`config.mk`:
```
export PLATFORM = sky130hd
export DESIGN_NAME = t08_gpio_arbiter
export DESIGN_NICKNAME = d
export VERILOG_FILES = /design/src/rtl/t08_gpio_arbiter.sv
export SDC_FILE = /design/constraint.sdc
export NUM_CORES = 1
export LEC_CHECK = 0
export CORE_AREA = 2 2 109 111
export DETAILED_ROUTE_END_ITERATION = 8
export DIE_AREA = 0 0 111 113
export PLACE_DENSITY = 0.89
export SLEW_MARGIN = 5
export SYNTH_ARGS = -nofsm -noshare
export SYNTH_HDL_FRONTEND = slang
export SYNTH_SLANG_ARGS = --single-unit
```
`constraint.sdc`:
```
create_clock -name clk -period 13.05 [get_ports clk]
set_clock_uncertainty 0.1 [all_clocks]
set_input_delay 1.9575 -clock clk [delete_from_list [all_inputs] [get_ports clk]]
set_output_delay 1.9575 -clock clk [all_outputs]
set_load 0.03 [all_outputs]
```
`src/rtl/t08_gpio_arbiter.sv`:
```
`default_nettype none
// ============================================================================
// Module   : t08_gpio_arbiter
// Purpose  : Round-robin GPIO pin ownership arbiter with bounded hold time and
//            a release turnaround between owners.
// Revision : 1.0
// ============================================================================
module t08_gpio_arbiter #(
    parameter int NREQ       = 3,
    parameter int WIDTH      = 34,
    parameter int MAX_HOLD   = 255,
    parameter int TURNAROUND = 1
) (
    input  logic                       clk,
    input  logic                       rst,
    input  logic                       en,
    input  logic [NREQ-1:0]            req,
    input  logic [NREQ*WIDTH-1:0]      req_out,
    input  logic [NREQ*WIDTH-1:0]      req_oeb,
    output logic [NREQ-1:0]            gnt,
    output logic [$clog2(NREQ)-1:0]    owner,
    output logic                       busy,
    output logic [WIDTH-1:0]           gpio_out,
    output logic [WIDTH-1:0]           gpio_oeb
);

    localparam int c_OW = $clog2(NREQ);
    localparam int c_HW = $clog2(MAX_HOLD + 1);
    localparam int c_TW = $clog2(TURNAROUND + 1);
    localparam logic [NREQ-1:0] c_ONE = {{(NREQ-1){1'b0}}, 1'b1};

    typedef enum logic [1:0] {
        S_IDLE  = 2'd0,
        S_GRANT = 2'd1,
        S_TURN  = 2'd2
    } state_t;

    state_t            r_state, w_state_nxt;
    logic [NREQ-1:0]   r_gnt, w_gnt_nxt;
    logic [c_OW-1:0]   r_owner, w_owner_nxt;
    logic [c_OW-1:0]   r_last_owner, w_last_nxt;
    logic [c_HW-1:0]   r_hold_cnt, w_hold_nxt;
    logic [c_TW-1:0]   r_turn_cnt, w_turn_nxt;

    logic              w_found;
    logic [c_OW-1:0]   w_pick;
    logic [NREQ-1:0]   w_own_mask;
    logic              w_own_req;
    logic              w_others;
    logic              w_hold_max;
    logic [WIDTH-1:0]  w_sel_out;
    logic [WIDTH-1:0]  w_sel_oeb;

    // Round-robin: the winner is the requester with the smallest forward
    // distance from the slot just after the last owner.
    always_comb begin
        int v_dist;
        int v_best;
        v_dist  = 0;
        v_best  = NREQ;
        w_found = 1'b0;
        w_pick  = '0;
        for (int j = 0; j < NREQ; j++) begin
            v_dist = (j + 2 * NREQ - 1 - int'(r_last_owner)) % NREQ;
            if (req[j] && (v_dist < v_best)) begin
                v_best  = v_dist;
                w_pick  = c_OW'(j);
                w_found = 1'b1;
            end
        end
    end

    always_comb begin
        w_sel_out = '0;
        w_sel_oeb = '1;
        for (int j = 0; j < NREQ; j++) begin
            if (r_owner == c_OW'(j)) begin
                w_sel_out = req_out[j*WIDTH +: WIDTH];
                w_sel_oeb = req_oeb[j*WIDTH +: WIDTH];
            end
        end
    end

    assign w_own_mask = c_ONE << r_owner;
    assign w_own_req  = |(req & w_own_mask);
    assign w_others   = |(req & ~w_own_mask);
    assign w_hold_max = (r_hold_cnt == c_HW'(MAX_HOLD));

    always_comb begin
        w_state_nxt = r_state;
        w_gnt_nxt   = r_gnt;
        w_owner_nxt = r_owner;
        w_last_nxt  = r_last_owner;
        w_hold_nxt  = r_hold_cnt;
        w_turn_nxt  = r_turn_cnt;
        if (!en) begin
            w_state_nxt = S_IDLE;
            w_gnt_nxt   = '0;
            w_hold_nxt  = '0;
            w_turn_nxt  = '0;
        end else begin
            case (r_state)
                S_IDLE: begin
                    if (w_found) begin
                        w_state_nxt = S_GRANT;
                        w_owner_nxt = w_pick;
                        w_gnt_nxt   = c_ONE << w_pick;
                        w_hold_nxt  = '0;
                    end
                end
                S_GRANT: begin
                    if (!w_own_req || (w_hold_max && w_others)) begin
                        w_state_nxt = S_TURN;
                        w_gnt_nxt   = '0;
                        w_last_nxt  = r_owner;
                        w_turn_nxt  = '0;
                    end else if (!w_hold_max) begin
                        w_hold_nxt = r_hold_cnt + 1'b1;
                    end
                end
                S_TURN: begin
                    if (r_turn_cnt == c_TW'(TURNAROUND - 1)) begin
                        w_state_nxt = S_IDLE;
                        w_turn_nxt  = '0;
                    end else begin
                        w_turn_nxt = r_turn_cnt + 1'b1;
                    end
                end
                default: begin
                    w_state_nxt = S_IDLE;
                    w_gnt_nxt   = '0;
                end
            endcase
        end
    end

    always_ff @(posedge clk) begin
        if (rst) begin
            r_state      <= S_IDLE;
            r_gnt        <= '0;
            r_owner      <= '0;
            r_last_owner <= c_OW'(NREQ - 1);
            r_hold_cnt   <= '0;
            r_turn_cnt   <= '0;
        end else begin
            r_state      <= w_state_nxt;
            r_gnt        <= w_gnt_nxt;
            r_owner      <= w_owner_nxt;
            r_last_owner <= w_last_nxt;
            r_hold_cnt   <= w_hold_nxt;
            r_turn_cnt   <= w_turn_nxt;
        end
    end

    // Pins are driven only while an owner holds them; every other state releases.
    assign gpio_out = (r_state == S_GRANT) ? w_sel_out : '0;
    assign gpio_oeb = (r_state == S_GRANT) ? w_sel_oeb : '1;
    assign gnt      = r_gnt;
    assign owner    = r_owner;
    assign busy     = (r_state == S_GRANT) || (r_state == S_TURN);

endmodule
`default_nettype wire

```
==> results.md <==
* Outcome: completed
* DRT iter0 DRCs at 357
* Sw frac at 0.402
* Io pins at 284
* Sequential area share after synthesis at 0.0908
* Max clock buf depth at 2
* Post-CTS setup buffers at 0
* Initial DRT Pass Iterations at 5
* Detailed placement HPWL at 14,100 microns
* DR vias at 5,066
* Setup TNS at 0 ns
* Power density cells at 58.8 mW/mm^2
* RSZ-0062 raised after global routing: no
* Synth Register Bits at 17
* Gpl congestion at 0.899
* Post-CTS sizing at 0
* Final Cycle Share at 0.558
* Synthesized instance count at 529
* Post-synth top area cell: ha_1
* Avg WL per Cell at 19.0 microns
* Max Fclk at 0.137 GHz
* LEAKAGE at 2.41 nW
* CTS H-tree depth at 1
* Total global routing overflow at 0
* Netlist cell types at 58
* Count of pins over their slew limit at 0
* Crit start category: input port
* Crit Path Class: input port to flip-flop
* Worst-Margin Slew at 0.828 ns
* Hold crit path type: flip-flop to flip-flop
* Comb power frac at 0.696
* Pin count of the biggest net entering global routing at 81
* Clock Pin Slew Worst Setup and Hold Paths at 0.05 ns
* Final Setup Violations at 0
* Internal power at 0.237 mW
* DR DRC count at 0
* Arrival @ worst endpoint at 7.35 ns
* Final Hold Viols at 0
* Crit-path max FO at 19
* Tot GR Track Use at 0.266
* Max cap viols at 0
* Root buf cell: clkbuf_16
* CORE AREA at 0.0113 sq mm
* Mapped Area at 0.00375 sq mm
* Switching power at 0.159 mW
* Slew HR at 0.448
* Routed WL at 17,600 microns
* P&R area growth vs syn at 79.7%
* Syn nets at 772
* Hold Buf Count CTS at 0
* Vias in the first global route at 4,834
* Std-Cell Rows at 39
* First-pass GRT wire length at 26,700 microns
* Via/cell ratio at 5.45
* Die Height at 113 microns
* DRT antenna net count at 0
* EDFF count, synth at 0
* Count leader, synth: nand2_1
* Synth Area per Inst at 7.09 sq um
* Initial antenna violation count at 6
* Main synth FF type: dfxtp_1
* Synth area leaders: ha_1 11%, mux2_2 10%, mux2i_1 9.9%, nand2_1 9.7%, dfxtp_1 9.1%
* Synth Warn # at 0
* Worst setup EP type: flip-flop
* Synth top cells by count: 97 x nand2_1, 45 x o21ai_0, 44 x and2_1
* CTS tree: built
* Initial Util at 0.333
* Maximum VDD drop at 0.0886 mV
* Num Clock Sinks at 17
* Input/output buffers at 283
* Post-synth top area share at 0.110
* Clock share of power at 0.155
* Die W at 111 microns
* Die area at 0.0125 sq mm
* Fraction of final layout cells sized beyond drive strength 1 at 0.0806
* Clk Latency, worst-skew pair at 0.25 ns
* Final #Nets at 1,026
* WP data required at 13.11 ns
* Post-synth ARST share at 0
* Seq pwr share at 0.148
* Final core utilization at 0.598
* CTS Buf Count at 3
* Tmin final at 7.29 ns
-- metal layers --
layer	part of all wire	track usage
met1	0.44	0.356
met4	0.012	0.0400
met2	0.45	0.434
met3	0.10	0.0814
met5	0.0035	0
-- path summary, 6_finish.rpt --
path / from / end / slack [ns] / cells past startpoint
setup / recovery: req[0] / r_hold_cnt[5] / 5.76 / 20
hold / removal: gnt[1] / gnt[1] / 0.38 / 2
setup reg to reg: r_last_owner[1] / r_hold_cnt[5] / 6.82 / 22
hold reg to reg: gnt[1] / gnt[1] / 0.38 / 2
-- power groups by stage --
| stage | sequential [mW] | combinational [mW] | clock (mW) |
|---|---|---|---|
| after floorplan | 0.0592 | 0.151 | 0 |
| after global placement | 0.0597 | 0.271 | 0 |
| after detailed placement | 0.0598 | 0.273 | 0 |
| after CTS | 0.0589 | 0.275 | 0.0622 |
| after global routing | 0.0595 | 0.298 | 0.0650 |
| final | 0.0588 | 0.276 | 0.0616 |
-- state kept, by name (all words and copies together), names as in the netlist --
signal and flops:
r_hold_cnt 8, gnt 3, owner 2, r_last_owner 2
r_state 2
-- worst max-delay path: stages --
cell,delay (ns)
clkdlybuf4s50_1,0.67
o21ai_0,0.19
a21oi_1,0.31
nand3_1,0.14
ha_1,0.35
a211oi_1,0.21
o211ai_1,0.17
a22oi_2,0.19
nand3_2,0.35
nor3b_2,0.57
a21oi_1,0.09
ha_1,0.36
a221o_1,0.33
a21oi_1,0.16
a21oi_1,0.08
a211oi_1,0.25
o21a_2,0.20
a211oi_4,0.13
or3_4,0.44
o32ai_2,0.20
-- final cells by class --
| type | instances | area, sq um |
|---|---|---|
| fill | 943 | 4530 |
| multi-input combinational | 464 | 3220 |
| timing repair buffer | 288 | 2870 |
| sequential | 17 | 345 |
| tap | 143 | 179 |
| clock buffer | 4 | 78.8 |
| inverter | 9 | 33.8 |
| antenna | 4 | 10.0 |
-- placed cells by master, fill, tap and decap left out, drive strengths merged, types with 14 or more instances in the layout --
cell	instances
nand2	98
dfxtp	17
o22ai	35
mux2i	37
o21ai	53
clkdlybuf4s50	283
a21oi	24
and2	44
ha	33
nor2	14
mux2	34
-- through the flow --
step | power (mW) | hold slack (ns) | worst slack, ns | std cells | area [sq um]
after floorplan | 0.211 | 0.363 | 6.79 | 529 | 3750
after global placement | 0.331 | 0.353 | 5.73 | 921 | 6650
after detailed placement | 0.333 | 0.372 | 5.61 | 921 | 6650
after CTS | 0.396 | 0.382 | 5.85 | 925 | 6730
after global routing | 0.422 | 0.420 | 5.19 | 925 | 6730
final | 0.396 | 0.380 | 5.76 | 929 | 6740
-- cell families after synthesis --
group | after synthesis | synth area share
other | 1 | 0.00100
flip-flops | 17 | 0.0908
multiplexers | 71 | 0.201
AO/OA/AOI/OAI | 154 | 0.265
AND/OR/NAND/NOR | 205 | 0.281
adder cells (fa/ha/maj) | 33 | 0.110
buffers and inverters | 48 | 0.0514
(Power assumes the default switching activity.)
